===== src/rtl/mem_wb_stage_if.sv =====
// Data-memory request/acknowledge bus between the MEM stage and data memory.
//   dmem_req    stage -> mem  access request, held until acknowledged
//   dmem_we     stage -> mem  1=write, 0=read; valid with dmem_req
//   dmem_addr   stage -> mem  byte address
//   dmem_wdata  stage -> mem  store data
//   dmem_rdata  mem -> stage  load data; valid with dmem_ack
//   dmem_ack    mem -> stage  access complete; may arrive in the request cycle
interface mem_wb_stage_if;
    logic        dmem_req;
    logic        dmem_we;
    logic [31:0] dmem_addr;
    logic [31:0] dmem_wdata;
    logic [31:0] dmem_rdata;
    logic        dmem_ack;

    modport master (output dmem_req, dmem_we, dmem_addr, dmem_wdata,
                    input  dmem_rdata, dmem_ack);
    modport slave  (input  dmem_req, dmem_we, dmem_addr, dmem_wdata,
                    output dmem_rdata, dmem_ack);
endinterface


===== src/rtl/mem_wb_stage.sv =====
// MEM stage plus MEM/WB pipeline register.
// Resolves branches, runs loads/stores over the req/ack data-memory bus,
// stalls the front of the pipe while an access is outstanding and registers
// results for writeback. A misaligned access or a bus timeout parks the
// stage in a fatal error state that only reset leaves.
// Ports:
//   clk, rst_n                 clock, async active-low reset
//   wbM, memM, brnchDstM, zFlagM, alu_outM, rtM, wrDstM   EX/MEM register
//   pcSrc, brnchTgt            branch resolution (combinational)
//   stall                      hold front of pipe this cycle (combinational)
//   bus_err                    sticky fatal error
//   bus                        data-memory bus (master side)
//   wbW, rdDataW, alu_outW, wrDstW                        MEM/WB register
module mem_wb_stage #(
    parameter int TIMEOUT = 16,
    parameter int CNT_W   = 5
) (
    input  logic          clk,
    input  logic          rst_n,
    input  logic [1:0]    wbM,
    input  logic [2:0]    memM,
    input  logic [31:0]   brnchDstM,
    input  logic          zFlagM,
    input  logic [31:0]   alu_outM,
    input  logic [31:0]   rtM,
    input  logic [4:0]    wrDstM,
    output logic          pcSrc,
    output logic [31:0]   brnchTgt,
    output logic          stall,
    output logic          bus_err,
    mem_wb_stage_if.master bus,
    output logic [1:0]    wbW,
    output logic [31:0]   rdDataW,
    output logic [31:0]   alu_outW,
    output logic [4:0]    wrDstW
);
    localparam logic [1:0] S_IDLE = 2'd0;
    localparam logic [1:0] S_WAIT = 2'd1;
    localparam logic [1:0] S_ERR  = 2'd2;

    logic [1:0]       state, state_nx;
    logic [CNT_W-1:0] cnt, cnt_nx;
    logic             acc, mis, req, in_err, rd_done;

    assign acc    = memM[1] | memM[0];
    assign mis    = acc & (alu_outM[1:0] != 2'b00);
    assign in_err = (state == S_ERR);

    assign pcSrc    = memM[2] & zFlagM & ~in_err;
    assign brnchTgt = brnchDstM;
    assign bus_err  = in_err;

    // Write wins when both MemRead and MemWrite are set.
    assign bus.dmem_req   = req;
    assign bus.dmem_we    = memM[0];
    assign bus.dmem_addr  = alu_outM;
    assign bus.dmem_wdata = rtM;

    assign stall = (acc & ~bus.dmem_ack & ~in_err) | in_err | (acc & mis);

    // A completed read always has stall=0 (req&ack implies aligned, not ERR).
    assign rd_done = req & bus.dmem_ack & memM[1] & ~memM[0];

    always_comb begin
        state_nx = state;
        cnt_nx   = cnt;
        req      = 1'b0;
        case (state)
            S_IDLE: begin
                req = acc & ~mis;
                if (acc & mis) begin
                    state_nx = S_ERR;
                end else if (req & ~bus.dmem_ack) begin
                    state_nx = S_WAIT;
                    cnt_nx   = CNT_W'(1);
                end
            end
            S_WAIT: begin
                // EX/MEM is frozen by stall, so address and data stay put.
                req = 1'b1;
                if (bus.dmem_ack)
                    state_nx = S_IDLE;
                else if (cnt == CNT_W'(TIMEOUT))
                    state_nx = S_ERR;
                else
                    cnt_nx = cnt + CNT_W'(1);
            end
            S_ERR:   ;
            default: state_nx = S_IDLE;
        endcase
    end

    always_ff @(posedge clk or negedge rst_n) begin
        if (!rst_n) begin
            state    <= S_IDLE;
            cnt      <= '0;
            wbW      <= '0;
            rdDataW  <= '0;
            alu_outW <= '0;
            wrDstW   <= '0;
        end else begin
            state <= state_nx;
            cnt   <= cnt_nx;
            if (stall) begin
                wbW <= 2'b00;   // bubble into writeback
            end else begin
                wbW      <= wbM;
                alu_outW <= alu_outM;
                wrDstW   <= wrDstM;
                if (rd_done)
                    rdDataW <= bus.dmem_rdata;
            end
        end
    end
endmodule


===== src/flat_wrapper.sv =====
// flat-port wrapper written by rule: the top's interface ports become plain ports
module mem_wb_stage_flat 
#(
    parameter int TIMEOUT = 16,
    parameter int CNT_W   = 5
)
  (clk, rst_n, wbM, memM, brnchDstM, zFlagM, alu_outM, rtM, wrDstM, pcSrc, brnchTgt, stall, bus_err, wbW, rdDataW, alu_outW, wrDstW, bus_dmem_req, bus_dmem_we, bus_dmem_addr, bus_dmem_wdata, bus_dmem_rdata, bus_dmem_ack);
  mem_wb_stage_if bus_i ();
  input  logic clk;
  input  logic rst_n;
  input  logic [1:0] wbM;
  input  logic [2:0] memM;
  input  logic [31:0] brnchDstM;
  input  logic zFlagM;
  input  logic [31:0] alu_outM;
  input  logic [31:0] rtM;
  input  logic [4:0] wrDstM;
  output logic pcSrc;
  output logic [31:0] brnchTgt;
  output logic stall;
  output logic bus_err;
  output logic [1:0] wbW;
  output logic [31:0] rdDataW;
  output logic [31:0] alu_outW;
  output logic [4:0] wrDstW;
  output wire logic [$bits(bus_i.dmem_req)-1:0] bus_dmem_req;
  output wire logic [$bits(bus_i.dmem_we)-1:0] bus_dmem_we;
  output wire logic [$bits(bus_i.dmem_addr)-1:0] bus_dmem_addr;
  output wire logic [$bits(bus_i.dmem_wdata)-1:0] bus_dmem_wdata;
  input wire logic [$bits(bus_i.dmem_rdata)-1:0] bus_dmem_rdata;
  input wire logic [$bits(bus_i.dmem_ack)-1:0] bus_dmem_ack;
  assign bus_dmem_req = bus_i.dmem_req;
  assign bus_dmem_we = bus_i.dmem_we;
  assign bus_dmem_addr = bus_i.dmem_addr;
  assign bus_dmem_wdata = bus_i.dmem_wdata;
  assign bus_i.dmem_rdata = bus_dmem_rdata;
  assign bus_i.dmem_ack = bus_dmem_ack;
  mem_wb_stage #(.TIMEOUT(TIMEOUT), .CNT_W(CNT_W)) u_core (.clk(clk), .rst_n(rst_n), .wbM(wbM), .memM(memM), .brnchDstM(brnchDstM), .zFlagM(zFlagM), .alu_outM(alu_outM), .rtM(rtM), .wrDstM(wrDstM), .pcSrc(pcSrc), .brnchTgt(brnchTgt), .stall(stall), .bus_err(bus_err), .bus(bus_i), .wbW(wbW), .rdDataW(rdDataW), .alu_outW(alu_outW), .wrDstW(wrDstW));
endmodule

===== config.mk =====
export PLATFORM = sky130hd
export DESIGN_NAME = mem_wb_stage_flat
export DESIGN_NICKNAME = d
export VERILOG_FILES = /design/src/rtl/mem_wb_stage_if.sv /design/src/rtl/mem_wb_stage.sv /design/src/flat_wrapper.sv
export SDC_FILE = /design/constraint.sdc
export NUM_CORES = 1
export LEC_CHECK = 0
export CORE_AREA = 2 2 122 124
export DETAILED_ROUTE_END_ITERATION = 6
export DIE_AREA = 0 0 124 126
export GPL_TIMING_DRIVEN = 0
export PLACE_DENSITY = 0.7
export SLEW_MARGIN = 20
export SYNTH_ARGS = -nofsm -noshare
export SYNTH_HDL_FRONTEND = slang
export SYNTH_SLANG_ARGS = --single-unit

===== constraint.sdc =====
create_clock -name clk -period 2 [get_ports clk]
set_input_delay 0.2 -clock clk [delete_from_list [all_inputs] [get_ports clk]]
set_output_delay 0.2 -clock clk [all_outputs]
set_load 0.01 [all_outputs]

=== Word level (Yosys, flattened, before mapping) ===
Index checks and enable logic that the tools add are counted.

* Output and inout port bits: 172
* Memories kept: 0
* RAM bits: 0
* Memory bits (read-only): 0
* Bits of input ports: 142
* Register bits after elaboration: 78
* Latch bits: 0

* Equality and inequality tests: 9
* Muxes and demuxes: 12
* Bitwise logic cells: 19
* $add $sub $neg: 1
* $lt $le $gt $ge: 0
* Shifts and indexed selects: 0
* Reduce and logical (&&, ||, !) cells: 6
* Div/mod/pow operators: 0
* $mul: 0

{| class="wikitable"
|+ Operator list
! cell !! count
|-
| 5-bit two-way mux || 4
|-
| 1-bit bitwise AND || 11
|-
| 2-bit two-way mux || 5
|-
| 5-bit one-hot mux with 2 select lines || 1
|-
| 2-bit != test, second input constant || 3
|-
| 2-bit one-hot mux with 3 select lines || 1
|-
| 5-bit by 1-bit adder with 5-bit output, second input constant || 1
|-
| 5-bit equality test, second input constant || 1
|-
| 1-bit inverter || 5
|-
| 5-bit AND reduction || 1
|-
| 2-bit nonzero test || 2
|-
| 3-bit by 1-bit != test with 1-bit output, second input constant || 1
|-
| 3-bit by 2-bit != test with 1-bit output, second input constant || 1
|-
| 1-bit bitwise OR || 3
|-
| 3-bit AND reduction || 1
|-
| 2-bit by 1-bit equality test with 1-bit output, second input constant || 1
|-
| 2-bit equality test, second input constant || 1
|-
| 2-bit logical NOT || 1
|-
| 2-bit by 1-bit != test with 1-bit output, second input constant || 1
|-
| 1-bit one-hot mux with 2 select lines || 1
|-
| 2-bit AND reduction || 1
|}

=== Logic depth before layout (Yosys ltp) ===
Gate-level depths: netlist of the first run.

* Depth in word-level cells: 9
* Gate-level depth with buffers: 6
* Gate-level depth less buffers: 6

=== Least setup slack after synthesis of the first run ===
Ideal clock, no wire load.

* Path type: register to register
* From: register u_core.cnt[0]
* To: register u_core.cnt[3]
* Arrival: 1501 ps
* Setup slack: 375 ps
* Setup time: 124 ps
* Buffers on the path: 0
* Stages on the path, launching flop included: 7
* Cells stage by stage: dfrtp_1 inv_1 ha_1 and4bb_2 nand3b_1 a21boi_4 a211o_2

* Cells in the longest elaborated chain, start to end: 4
* Elaborated cells between the ends (all ways): 7

{| class="wikitable"
|+ Ends and longest elaborated chain
! what !! RTL line !! text
|-
| from (decl) || mem_wb_stage.sv:42 || <nowiki>logic [CNT_W-1:0] cnt, cnt_nx;</nowiki>
|-
| from (signal assigned) || mem_wb_stage.sv:103 || <nowiki>cnt <= cnt_nx;</nowiki>
|-
| 5-bit by 1-bit adder with 5-bit output || mem_wb_stage.sv:86 || <nowiki>cnt_nx = cnt + CNT_W'(1);</nowiki>
|-
| 5-bit two-way mux || mem_wb_stage.sv:83 || <nowiki>else if (cnt == CNT_W'(TIMEOUT))</nowiki>
|-
| 5-bit two-way mux || mem_wb_stage.sv:81 || <nowiki>if (bus.dmem_ack)</nowiki>
|-
| 5-bit one-hot mux with 2 select lines || mem_wb_stage.sv:68 || <nowiki>case (state)</nowiki>
|}

Several ways; a longest one is shown, not always the timed one. The select of a mux whose other input is x is not followed.
A chain may end at the register's enable or synchronous reset.

=== Worst setup path in the final report of the first run ===
* From: register u_core.state[1]
* To: output stall

* Cells in the longest elaborated chain, start to end: 5

{| class="wikitable"
|+ Ends and longest elaborated chain
! what !! RTL line !! text
|-
| from (decl) || mem_wb_stage.sv:41 || <nowiki>logic [1:0] state, state_nx;</nowiki>
|-
| from (signal assigned) || mem_wb_stage.sv:102 || <nowiki>state <= state_nx;</nowiki>
|-
| 2-bit equality test * || mem_wb_stage.sv:47 || <nowiki>assign in_err = (state == S_ERR);</nowiki>
|-
| 1-bit inverter (no source line) || n/a ||
|-
| 1-bit bitwise AND || mem_wb_stage.sv:59 || <nowiki>assign stall = (acc & ~bus.dmem_ack & ~in_err) | in_err | (acc & mis);</nowiki>
|-
| 1-bit bitwise OR * (2 in a row) || mem_wb_stage.sv:59 ||
|-
| to (decl) || flat_wrapper.sv:20 || <nowiki>output logic stall;</nowiki>
|}

Mark *: on every way between the ends. The rest lies on a longest branch, timed or not.

==> impl_metrics.toml, run 1 <==
[setup_path]
cp_top_family = "buffers and inverters"
crit_chain = "buf_2 -> nor2b_4 -> or2_1 -> buf_6 -> buf_6 -> clkbuf_2"
path_buf_inv = 4
crit_top_cell = "buf_6"
arrival_ns = 1.65
crit_path_start_kind = "flip-flop"
crit_required_ns = 1.80
crit_path_max_incr_delay_ns = 0.35
crit_type = "flip-flop to output pin"
slowest_stage = "dfrtp_1"
cp_max_fo = 10
worstSetupEndpointType = "output pin"

[outcome]
outcome = "finished, final reports clean"

[yosys]
synth_area_mm2 = 0.00400
avgSynthCellArea_um2 = 13.2
seq_area_frac_synth = 0.489
syn_nets = 447
ys_warn_count = 0
yosysUniqueCellTypes = 25
syn_inst = 303
synth-seq-cells = 78

[global_routing]
overflow = 0
grt_max_degree = 49
grt_usage = 0.128
antenna_found_initial = 0
grt_pass1_vias = 3135
grt_pass1_wl_mm = 15.4

[timing]
finalSetupViolCount = 0
fin_hold_ws_ns = 0.367
slew-limit-headroom = 0.714
final.setup.worst_slack_ns = 0.153
post-route-period-util = 0.923
clock_skew_ns = 0.00580
tns_ns = 0
rsz0062_at_grt = "false"
finalHoldViolCount = 0
tightest_slew_ns = 0.430
final_max_slew_viol_count = 0
fmax_mhz = 542
layout_min_cycle_time_ns = 1.85

[route]
drt-total-wl_mm = 10.3
first_pass_iters = 4
detail-route-antenna-nets = 0
via_count = 3062
drcViolationCount = 0
wire_per_inst_um = 13.6
viasPerCell = 4.06
drt-initial-drc-count = 81

[clock_network]
cts_buffers = 9
clk_latency_ns = 0.33
cts.reportedPaths.clkPinSlew_ns = 0.06
htree_num_levels = 3
cts_tree = "done"
clock_sinks = 78
cts.path.max_buffers = 2
ctsRootBufferMaster = "clkbuf_16"

[placement]
gp_congestion = 0.787
dpl.hpwl_mm = 8.27
pre_cts_ws_ns = -0.276
io_buffers = 249

[floorplanning]
dieHeight_um = 126
dieArea_mm2 = 0.0156
die_w_um = 124
core_mm2 = 0.0143
ios = 314
num_rows = 44
start_util = 0.279

[layout]
area_growth_pct = 76.6
final_nets = 710
nFillCells = 1285
drive_gt1_frac = 0.354
diodes = 0

[power_and_ir_drop]
power_density_mw_per_mm2 = 691
ir_drop_mv = 0.355
power.leakage_uw = 0.00335

[hold_path]
hp-class = "input pin to async pin"

[job]
drv_cap = 0
state kept, by name (all words and copies together) (netlist names):
name	cells
u_core.cnt	5
u_core.wbW	2
u_core.alu_outW	32
u_core.state	2
u_core.rdDataW	32
u_core.wrDstW	5
synth_stat cells:
cell / count / share of area
nand2b_1: 1 / 0.0016
nand3_1: 1 / 0.0013
a21boi_4: 1 / 0.0047
nor4_1: 3 / 0.0047
and4bb_2: 2 / 0.0063
buf_6: 8 / 0.023
a211o_2: 1 / 0.0025
or2_1: 1 / 0.0016
buf_4: 97 / 0.18
nand3b_1: 1 / 0.0019
nor2b_4: 1 / 0.0034
o2bb2ai_1: 2 / 0.0044
a21oi_1: 5 / 0.0063
nor2_1: 13 / 0.012
o21a_1: 1 / 0.0019
ha_1: 2 / 0.0063
dfrtp_1: 78 / 0.49
mux2_2: 32 / 0.090
buf_2: 1 / 0.0013
and3_1: 1 / 0.0016
inv_1: 7 / 0.0066
nand2_1: 3 / 0.0028
mux2_4: 37 / 0.14
nor3_1: 3 / 0.0038
a22o_2: 1 / 0.0025
metrics by stage:
step	utilization	instances	total power, µW	instance area (µm²)
2_1_floorplan	-	303	2460	4000
3_3_place_gp	0.469	736	3290	6720
3_5_place_dp	0.471	737	3320	6740
4_1_cts	0.493	754	4960	7050
5_1_grt	0.493	754	5110	7050
6_report	0.493	754	4880	7050
worst paths after layout:
| kind | startpoint | endpoint | slack [ns] | cells past startpoint |
|---|---|---|---|---|
| max in group asynchronous | rst_n | u_core.alu_outW[25] | 1.05 | 3 |
| setup / recovery | u_core.state[1] | stall | 0.15 | 6 |
| min in group clk | wbM[0] | u_core.wbW[0] | 0.39 | 3 |
| setup reg to reg | u_core.cnt[0] | u_core.cnt[3] | 0.25 | 6 |
| hold / removal | rst_n | u_core.rdDataW[17] | 0.37 | 2 |
| hold reg to reg | u_core.rdDataW[6] | u_core.rdDataW[6] | 0.50 | 1 |
cells by family (layout without fill, tap and decap cells):
logic type	after synthesis	after routing	synth area share
multiplexers	69	69	0.229
adder cells (fa/ha/maj)	2	2	0.00626
buffers and inverters	113	380	0.213
AND/OR/NAND/NOR	30	30	0.0410
AO/OA/AOI/OAI	11	11	0.0222
flip-flops	78	78	0.489
power breakdown:
part / switching [µW] / leakage (µW) / total [µW] / internal, µW
Clock: 607 / 0.000141 / 1590 / 988
Combinational: 429 / 0.00219 / 1400 / 968
Sequential: 112 / 0.00101 / 1890 / 1770
Total: 1150 / 0.00335 / 4880 / 3730
layout make-up:
cell class | instances | area, µm² | share of cell area
timing repair buffer | 252 | 2530 | 0.358
tap | 184 | 230 | 0.0326
multi-input combinational | 112 | 1200 | 0.171
sequential | 78 | 1950 | 0.277
buffer | 106 | 823 | 0.117
clock buffer | 11 | 243 | 0.0344
clock inverter | 4 | 47.5 | 0.00674
inverter | 7 | 26.3 | 0.00372
layer usage:
layer  GRT usage  vias up  wire, µm
met5           0        -         0
met4      0.0542        0       180
met3      0.0389       13      1030
met2       0.220      177      5190
met1       0.145     1425      3890
li1            -     1447         -
layout by cell type, fill, tap and decap left out, types with 2 or more instances in the layout:
master,count
clkbuf_16,9
nor2_1,11
buf_4,99
nor4_1,3
inv_1,7
nand2_1,3
nor2_2,2
ha_1,2
mux2_4,37
and4bb_2,2
clkinv_2,2
mux2_2,32
dfrtp_1,78
a21oi_1,5
nor3_1,2
o2bb2ai_1,2
clkdlybuf4s50_1,246
buf_6,8
timing repair:
action                                  CTS  global route
endpoints found under the setup margin    2             1
pin swaps                                 1             0
buffers inserted                          1             0
endpoints found under the hold margin    30             0
hold buffers                              1             0
gates resized for setup                   4             3
(Power assumes the default switching activity.)
==> inputs of run 2 (changes only) <==
CTS_CLUSTER_SIZE = 14   (was not set)
clock period = 2.4 ns   (was 2 ns; I/O delays follow)
==> run 2 against run 1 <==
Against the previous run: final cell count down 0.13%; global-route usage about the same; hold slack better by 0.040 ns; first-iteration DRC count up 22%; critical path depth up 1; total power down 17%; combinational power down 17%; critical endpoint unchanged; sequential share of layout area about the same; non-clock buffer count down 1; sequential power down 17%; via count down 0.20%.
==> impl_metrics.toml, run 2 (synthesis gave the netlist of run 1 again) <==
[layout]
design_area_mm2 = 0.00705
reg.largest.list = "u_core.alu_outW (32), u_core.rdDataW (32)"
final_cell_mix = "248 x clkdlybuf4s50_1, 98 x buf_4, 78 x dfrtp_1, 37 x mux2_4, 32 x mux2_2"
diodes = 0
final_common_cell = "clkdlybuf4s50_1"
final_nets = 709
drive_gt1_frac = 0.348
final_util = 0.492
area_growth_pct = 76.4

[route]
detail-route-antenna-nets = 0
drt-initial-drc-count = 99
via_count = 3056
viasPerCell = 4.06
wire_per_inst_um = 13.6
drcViolationCount = 0
first_pass_iters = 4
drt-total-wl_mm = 10.3

[job]
drv_cap = 0

[clock_network]
htree_num_levels = 3
clk_latency_ns = 0.33
cts.path.max_buffers = 2
cts_setup_buffers = 0
clock_sinks = 78
cts_tree = "done"
ctsRootBufferMaster = "clkbuf_16"
cts.reportedPaths.clkPinSlew_ns = 0.06
cts_buffers = 9

[timing]
fin_hold_ws_ns = 0.407
tightest_slew_ns = 0.430
final_max_slew_viol_count = 0
fmax_mhz = 443
finalSetupViolCount = 0
tns_ns = 0
slew-limit-headroom = 0.713
layout_min_cycle_time_ns = 2.26
post-route-period-util = 0.941
clock_skew_ns = 0.00570
final.setup.worst_slack_ns = 0.141
finalHoldViolCount = 0
rsz0062_at_grt = "false"

[setup_path]
crit_path_max_incr_delay_ns = 0.50
cp_max_fo = 10
worstSetupEndpointType = "output pin"
crit_path_start_kind = "input pin"
path_buf_inv = 4
slowest_stage = "clkdlybuf4s50_1"
cp_top_family = "buffers and inverters"
crit_required_ns = 2.16
crit_chain = "clkdlybuf4s50_1 -> nor2_1 -> a21oi_1 -> or2_1 -> buf_6 -> buf_6 -> clkdlybuf4s50_1"
crit_type = "input pin to output pin"
arrival_ns = 2.02

[power_and_ir_drop]
power.leakage_uw = 0.00334
power_density_mw_per_mm2 = 576
ir_drop_mv = 0.296

[placement]
gp_congestion = 0.787
place_area_mm2 = 0.00674
pre_cts_ws_ns = 0.0438
dpl.hpwl_mm = 8.27
io_buffers = 249

[global_routing]
grt_pass1_vias = 3129
grt_pass1_wl_mm = 15.4
antenna_found_initial = 0
overflow = 0
grt_max_degree = 49
grt_usage = 0.128

[floorplanning]
ios = 314
dieArea_mm2 = 0.0156
start_util = 0.279
core_mm2 = 0.0143
num_rows = 44
dieHeight_um = 126
die_w_um = 124

[hold_path]
hp-class = "input pin to async pin"

[outcome]
outcome = "finished, final reports clean"
[run 2: worst paths after layout]
kind | startpoint | to | slack, ns | cells after the start
hold / removal | rst_n | u_core.rdDataW[17] | 0.41 | 2
min in group clk | wbM[0] | u_core.wbW[0] | 0.43 | 3
max in group asynchronous | rst_n | u_core.alu_outW[25] | 1.41 | 3
hold reg to reg | u_core.rdDataW[6] | u_core.rdDataW[6] | 0.50 | 1
setup / recovery | alu_outM[1] | stall | 0.14 | 7
setup reg to reg | u_core.cnt[0] | u_core.cnt[3] | 0.65 | 6
[run 2: layout make-up]
| class | instances | area [µm²] |
|---|---|---|
| multi-input combinational | 112 | 1200 |
| inverter | 7 | 26.3 |
| clock buffer | 11 | 243 |
| buffer | 106 | 823 |
| clock inverter | 4 | 47.5 |
| timing repair buffer | 251 | 2530 |
| fill | 1286 | 7270 |
| sequential | 78 | 1950 |
| tap | 184 | 230 |
[run 2: timing repair]
| item | CTS | global route |
|---|---|---|
| gates resized for setup | 0 | 1 |
| setup endpoints to repair | 0 | 1 |
| hold endpoints to repair | 30 | 0 |
| hold buffers | 1 | 0 |
[run 2: worst reg2reg max path, cell delays in order, from the launching register on]
cell and delay [ns]:
dfrtp_1 0.37, inv_1 0.08, ha_1 0.19, and4bb_2 0.24
nand3b_1 0.22, a21boi_4 0.19, a211o_2 0.34
[run 2: power by group]
part,switching (µW),internal (µW)
clock,505,824
sequential,93.1,1480
combinational,357,805
[run 2: metrics by stage]
stage / cells / power [µW]
3_3_place_gp: 736 / 2740
2_1_floorplan: 303 / 2050
6_report: 753 / 4060
5_1_grt: 753 / 4250
3_5_place_dp: 737 / 2760
4_1_cts: 753 / 4130
[run 2: routing by layer]
metal	vias up	routed length [µm]	track usage
li1	1443	-	-
met4	0	180	0.0542
met2	175	5180	0.220
met5	-	0	0
met1	1425	3890	0.145
met3	13	1020	0.0389
